--- config.mk ---
export PLATFORM = sky130hd
export DESIGN_NAME = recv_sched
export DESIGN_NICKNAME = d
export VERILOG_FILES = /design/src/rtl/recv_sched.sv
export SDC_FILE = /design/constraint.sdc
export NUM_CORES = 1
export LEC_CHECK = 0
export CAP_MARGIN = 30
export CORE_UTILIZATION = 45
export CTS_BUF_LIST = sky130_fd_sc_hd__clkbuf_2
export DETAILED_ROUTE_END_ITERATION = 10
export PLACE_DENSITY = 0.76
export SYNTH_ARGS = -nofsm -noshare
export SYNTH_HDL_FRONTEND = slang
export SYNTH_SLANG_ARGS = --single-unit
--- constraint.sdc ---
create_clock -name clk -period 3.35 [get_ports clk]
set_input_delay 0.335 -clock clk [delete_from_list [all_inputs] [get_ports clk]]
set_output_delay 0.335 -clock clk [all_outputs]
set_load 0.01 [all_outputs]
--- src/rtl/recv_sched.sv ---
// recv_sched: round-robin arbiter that time-shares one frame receiver among
// NUM_PORTS byte-stream sources, tags receiver results with the source
// index, and aborts a frame that overruns MAX_FRAME_CYCLES.
module recv_sched #(
  parameter int unsigned NUM_PORTS        = 4,
  parameter logic [15:0] MAX_FRAME_CYCLES = 16'd1600
) (
  input  logic                   clk,
  input  logic                   rst,
  input  logic [NUM_PORTS-1:0]   port_req,
  input  logic [8*NUM_PORTS-1:0] port_data,
  output logic [NUM_PORTS-1:0]   port_gnt,
  output logic [7:0]             rx_data,
  output logic                   rx_start,
  output logic                   rx_rst,
  input  logic                   rx_ready,
  input  logic [7:0]             rx_out,
  input  logic                   rx_vld,
  output logic [7:0]             out_data,
  output logic                   out_vld,
  output logic [2:0]             out_port,
  output logic                   done,
  output logic [2:0]             done_port,
  output logic                   done_timeout,
  output logic [15:0]            frame_cnt,
  output logic [15:0]            timeout_cnt
);

  localparam int unsigned PW   = 3;
  localparam int unsigned PW1  = PW + 1;
  localparam int unsigned MAXP = 8;
  localparam int unsigned DW   = 8 * MAXP;
  localparam int unsigned CW   = 16;

  typedef enum logic [1:0] {
    S_IDLE,
    S_START,
    S_BUSY,
    S_ABORT
  } state_e;

  state_e               state_q, state_d;
  logic [PW-1:0]        win_q, win_d;
  logic [PW-1:0]        last_q, last_d;
  logic [CW-1:0]        cnt_q, cnt_d;
  logic [NUM_PORTS-1:0] gnt_q, gnt_d;
  logic                 start_q, start_d;
  logic                 rrst_q, rrst_d;
  logic                 done_q, done_d;
  logic [PW-1:0]        done_port_q, done_port_d;
  logic                 done_to_q, done_to_d;
  logic [CW-1:0]        frame_cnt_q, frame_cnt_d;
  logic [CW-1:0]        timeout_cnt_q, timeout_cnt_d;
  logic [7:0]           rx_data_q, rx_data_d;
  logic [7:0]           out_data_q, out_data_d;
  logic                 out_vld_q, out_vld_d;
  logic [PW-1:0]        out_port_q, out_port_d;

  logic [MAXP-1:0]      req_ext;
  logic [DW-1:0]        data_ext;
  logic                 pick_vld;
  logic [PW-1:0]        pick;
  logic [NUM_PORTS-1:0] pick_oh;

  // Pad request/data buses to 8 ports so a 3-bit index selects exactly
  assign req_ext  = MAXP'(port_req);
  assign data_ext = DW'(port_data);

  // Round-robin search starting just after the previous winner
  always_comb begin
    logic [PW1-1:0] cand;
    cand     = '0;
    pick_vld = 1'b0;
    pick     = last_q;
    for (int unsigned i = 0; i < NUM_PORTS; i++) begin
      cand = {1'b0, last_q} + PW1'(1) + PW1'(i);
      if (cand >= PW1'(NUM_PORTS)) begin
        cand = cand - PW1'(NUM_PORTS);
      end
      if (!pick_vld && req_ext[cand[PW-1:0]]) begin
        pick_vld = 1'b1;
        pick     = cand[PW-1:0];
      end
    end
  end

  // One-hot grant vector for the selected port
  always_comb begin
    pick_oh = '0;
    for (int unsigned i = 0; i < NUM_PORTS; i++) begin
      pick_oh[i] = (pick == PW'(i));
    end
  end

  // Next-state and registered-output logic
  always_comb begin
    state_d       = state_q;
    win_d         = win_q;
    last_d        = last_q;
    cnt_d         = cnt_q;
    gnt_d         = gnt_q;
    start_d       = 1'b0;
    rrst_d        = 1'b0;
    done_d        = 1'b0;
    done_port_d   = done_port_q;
    done_to_d     = 1'b0;
    frame_cnt_d   = frame_cnt_q;
    timeout_cnt_d = timeout_cnt_q;

    case (state_q)
      S_IDLE: begin
        gnt_d = '0;
        if (pick_vld && rx_ready) begin
          win_d   = pick;
          gnt_d   = pick_oh;
          start_d = 1'b1;
          state_d = S_START;
        end
      end
      S_START: begin
        cnt_d   = '0;
        state_d = S_BUSY;
      end
      S_BUSY: begin
        cnt_d = cnt_q + CW'(1);
        // Receiver still shows ready the cycle after start, so cnt==0 is ignored
        if ((cnt_q != '0) && rx_ready) begin
          gnt_d       = '0;
          done_d      = 1'b1;
          done_port_d = win_q;
          if (frame_cnt_q != '1) begin
            frame_cnt_d = frame_cnt_q + CW'(1);
          end
          last_d  = win_q;
          state_d = S_IDLE;
        end else if (cnt_q == (MAX_FRAME_CYCLES - CW'(1))) begin
          gnt_d       = '0;
          rrst_d      = 1'b1;
          done_d      = 1'b1;
          done_to_d   = 1'b1;
          done_port_d = win_q;
          if (timeout_cnt_q != '1) begin
            timeout_cnt_d = timeout_cnt_q + CW'(1);
          end
          state_d = S_ABORT;
        end
      end
      S_ABORT: begin
        last_d  = win_q;
        state_d = S_IDLE;
      end
      default: begin
        gnt_d   = '0;
        state_d = S_IDLE;
      end
    endcase
  end

  // Byte presented by the granted port reaches the receiver one cycle later
  always_comb begin
    rx_data_d = 8'h00;
    if (|gnt_q) begin
      rx_data_d = data_ext[{win_q, 3'b000} +: 8];
    end
  end

  // Result stream retimed and tagged with the owner of the current/last frame
  always_comb begin
    out_vld_d  = rx_vld;
    out_data_d = rx_out;
    out_port_d = out_port_q;
    if (rx_vld) begin
      out_port_d = win_q;
    end
  end

  // State and output registers
  always_ff @(posedge clk or negedge rst) begin
    if (!rst) begin
      state_q       <= S_IDLE;
      win_q         <= '0;
      last_q        <= PW'(NUM_PORTS - 1);
      cnt_q         <= '0;
      gnt_q         <= '0;
      start_q       <= 1'b0;
      rrst_q        <= 1'b0;
      done_q        <= 1'b0;
      done_port_q   <= '0;
      done_to_q     <= 1'b0;
      frame_cnt_q   <= '0;
      timeout_cnt_q <= '0;
      rx_data_q     <= 8'h00;
      out_data_q    <= 8'h00;
      out_vld_q     <= 1'b0;
      out_port_q    <= '0;
    end else begin
      state_q       <= state_d;
      win_q         <= win_d;
      last_q        <= last_d;
      cnt_q         <= cnt_d;
      gnt_q         <= gnt_d;
      start_q       <= start_d;
      rrst_q        <= rrst_d;
      done_q        <= done_d;
      done_port_q   <= done_port_d;
      done_to_q     <= done_to_d;
      frame_cnt_q   <= frame_cnt_d;
      timeout_cnt_q <= timeout_cnt_d;
      rx_data_q     <= rx_data_d;
      out_data_q    <= out_data_d;
      out_vld_q     <= out_vld_d;
      out_port_q    <= out_port_d;
    end
  end

  assign port_gnt     = gnt_q;
  assign rx_data      = rx_data_q;
  assign rx_start     = start_q;
  assign rx_rst       = rrst_q;
  assign done         = done_q;
  assign done_port    = done_port_q;
  assign done_timeout = done_to_q;
  assign frame_cnt    = frame_cnt_q;
  assign timeout_cnt  = timeout_cnt_q;
  assign out_data     = out_data_q;
  assign out_vld      = out_vld_q;
  assign out_port     = out_port_q;

endmodule

==> results of run 1 <==
## worst register-to-register path, delay by kind of cell (launching register included)
family	cells	cell delay, ns
AO/OA/AOI/OAI	4	0.98
flip-flops	1	0.60
multiplexers	1	0.35
adder cells (fa/ha/maj)	2	0.75
buffers and inverters	3	0.31
## final timing paths
path                          startpoint             to  depth (start not counted)
hold / removal                 rx_out[6]    out_data[6]                          1
min in group asynchronous            rst    out_data[1]                          2
setup / recovery               last_q[0]       win_q[1]                         10
max in group asynchronous            rst      last_q[0]                          3
setup reg to reg               last_q[0]       win_q[1]                         10
hold reg to reg            frame_cnt[15]  frame_cnt[15]                          1
## stage by stage
| stage | utilization (%) | cells | power (mW) |
|---|---|---|---|
| 3_3_place_gp | 59.70 | 618 | 2.971 |
| 6_report | 61.46 | 636 | 3.582 |
| 3_5_place_dp | 60.00 | 619 | 3.032 |
| 2_1_floorplan | - | 389 | 2.459 |
| 5_1_grt | 61.46 | 636 | 3.822 |
| 4_1_cts | 61.46 | 636 | 3.606 |
## power by group through the flow
stage / clock network (mW) / registers (mW) / logic (mW)
3_5_place_dp: 0 / 1.41 / 1.62
3_3_place_gp: 0 / 1.40 / 1.57
5_1_grt: 0.627 / 1.41 / 1.78
6_report: 0.565 / 1.38 / 1.63
4_1_cts: 0.583 / 1.39 / 1.63
2_1_floorplan: 0 / 1.36 / 1.10
## layout make-up
class | instances | share of cell area [%]
clock inverter | 7 | 1.404
timing repair buffer | 114 | 20.18
clock buffer | 9 | 0.7895
multi-input combinational | 274 | 35.92
tap | 129 | 2.829
sequential | 86 | 37.76
inverter | 17 | 1.118
## cells in the mapped netlist (all sizes together), types with 3 or more instances
cell / number / share of area, %
and3: 4 / 0.58
dfrtp: 84 / 49
a21oi: 10 / 1.2
mux2i: 3 / 0.70
or4: 3 / 0.70
o21ai: 14 / 1.6
and2: 4 / 0.58
nand4: 15 / 2.2
or3: 5 / 0.72
mux4: 11 / 5.7
nand2: 37 / 3.2
mux2: 11 / 2.9
buf: 5 / 0.58
xor2: 20 / 4.1
xnor2: 21 / 4.3
o41ai: 4 / 1.2
nor3: 6 / 0.93
nor2: 34 / 3.0
ha: 11 / 3.2
nor2b: 12 / 1.7
inv: 16 / 1.4
clkbuf: 7 / 0.61
nand3: 14 / 1.7
o31ai: 3 / 0.52
a21o: 3 / 0.52
o31a: 3 / 0.61
and4: 3 / 0.61
## flip-flops by register name, summed over array words and instances (netlist names), 3 cells and up
name	count
cnt_q	16
done_port	3
out_data	8
win_q	3
frame_cnt	16
last_q	3
port_gnt	4
rx_data	8
out_port	3
timeout_cnt	16
## metal layers
metal,vias up,track usage [%],wire [um]
met1,1658,26.60,4454
met2,130,33.26,4510
met3,7,4.666,656
met5,-,0,0
met4,0,5.017,87
li1,1617,-,-
## kinds of logic (layout without fill, tap and decap cells)
logic type      Yosys count  count (layout)  share of synthesized area (%)
flops                    86              86                          49.88
buf+inv                  29             147                          2.665
fa+ha+maj                11              11                          3.187
mux                      25              25                          9.299
compound gates           53              53                          9.010
xor+xnor                 42              42                          8.864
simple gates            143             143                          17.09
==> summary.md, run 1 <==
| Metric | Value |
|---|---|
| CTS Sinks | `86` |
| Worst setup EP type | `flop` |
| Crit-path max cell delay | `0.60 ns` |
| Most common cell after layout, fill and taps aside | `clkdlybuf4s50_1` |
| Area of the core | `9284 um^2` |
| Most frequent cells in the layout | `clkdlybuf4s50_1, dfrtp_1, nand2_1` |
| CTS Buffer Depth | `2` |
| Register area | `2155 um^2` |
| First-pass GRT wire length | `15.72 mm` |
| Vias in the first global route | `3323` |
| Slew HR | `52.29%` |
| DP Wirelength | `7.207 mm` |
| Max Cap Viol | `0` |
| LEAKAGE | `2.484 nW` |
| Most used cell, CP | `inv_1` |
| CP cell instances | `inv_1, ha_1, inv_1, ha_1, o32ai_1, o31a_1, a21oi_1, a21o_1, inv_1, mux2_2` |
| Synth warnings | `0` |
| RD Place Congestion | `0.8692` |
| Via-per-instance ratio | `5.365` |
| ANT cells | `0` |
| Post-synth cell types | `56` |
| ANT nets after route | `0` |
| Type of the worst setup path | `flop to flop` |
| Clock-pin slew on the worst setup and hold paths | `0.28 ns` |
| Asr flop ratio synth | `100.0%` |
| Post-DP Area | `5570 um^2` |
| Synthesized cell area | `4319 um^2` |
| Crit start category | `flop` |
| Worst-path fanout max | `9` |
| Total CTS buffers | `9` |
| Synth Instances | `389` |
| PwrDens | `627.8 nW/um^2` |
| Worst hold slack | `0.1792 ns` |
| Initial Utilization | `46.52%` |
| Ratio of final minimum period to clock period | `90.91%` |
| WP data required | `3.79 ns` |
| Internal | `2.220 mW` |
| Pins Over Slew Limit | `0` |
| Total gr overflow | `0` |
| Root Buffer | `clkbuf_2` |
| TritonCTS clock tree | `yes` |
| Largest net degree at the start of global routing | `54` |
| Setup_tns | `0 ns` |
| Initial antenna violation count | `0` |
| Layout cells sized above 1 | `10.26%` |
| Fillers | `752` |
| Max stage delay cell, worst path | `dfstp_2` |
| Outcome | `completed` |
| Site Rows | `35` |
| Area of the multi-input gates | `2049 um^2` |
| Max Fclk | `328.4 MHz` |
| Clock power frac | `15.8%` |
| I/O pin count | `111` |
| Layout Nets | `561` |
| R2R setup slack | `0.30 ns` |
| Setup bufs post-CTS | `0` |
| Number of buffers inserted by port buffering | `110` |
| RSZ-0062 raised after global routing | `no` |
| Sw frac | `38.01%` |
| Fin Clk Skew | `0.05219 ns` |
| Drt drc | `0` |
| Hold Path Class | `primary input to flop` |
| CP arrival | `3.49 ns` |
| Fin worst setup slack | `0.3045 ns` |
| Post-CTS Resized | `0` |
| Die height | `99.97 um` |
| Count of final setup violators | `0` |
| Clk_lat worst skew | `0.54 ns` |
| Buffers and inverters on the worst path | `3` |
| Via count | `3412` |
| Period minus WS final | `3.046 ns` |
| Synth-to-layout area growth | `32.10%` |
| Tightest Pin Transition | `0.7142 ns` |
| Routed len/inst | `15.27 um` |
| CP top delay family | `compound AO/OA/AOI/OAI gates` |
| Seq pwr share | `38.6%` |
| First-pass DRT Iterations | `6` |
| DRT iter0 DRCs | `159` |
| Most used DFF post-synth | `dfrtp_1` |
| Psw | `1.361 mW` |
| Sequential area share after synthesis | `49.88%` |
| Design area | `5705 um^2` |
| Combinational fraction of design power | `45.6%` |
| Maximum VDD drop | `391.7 uV` |
| Die width | `99.97 um` |
| Place WS | `0.3336 ns` |
| #FFs+latches synth | `86` |
| DIE AREA | `9994 um^2` |
| CTS Hold Bufs | `1` |
| Detailed Route WL | `9.709 mm` |
| Syn Area/Cell | `11.10 um^2` |
| Final hold violation count | `0` |
| Post-synth EDFFs | `0` |
| H-tree Lvls | `3` |
| Post-Syn Nets | `448` |
| Overall Global Routing Usage | `20.00%` |
Note: power is estimated with default switching activity, not from simulation.
==> inputs of run 2 (changes only) <==
--- a/config.mk
+++ b/config.mk
@@ -8,6 +8,7 @@
 export CAP_MARGIN = 30
 export CORE_UTILIZATION = 45
 export CTS_BUF_LIST = sky130_fd_sc_hd__clkbuf_2
+export CTS_CLUSTER_SIZE = 10
 export DETAILED_ROUTE_END_ITERATION = 10
 export PLACE_DENSITY = 0.76
 export SYNTH_ARGS = -nofsm -noshare
==> results of run 2 <==
The final DEF is identical to that of run 1; final timing and power are the same.
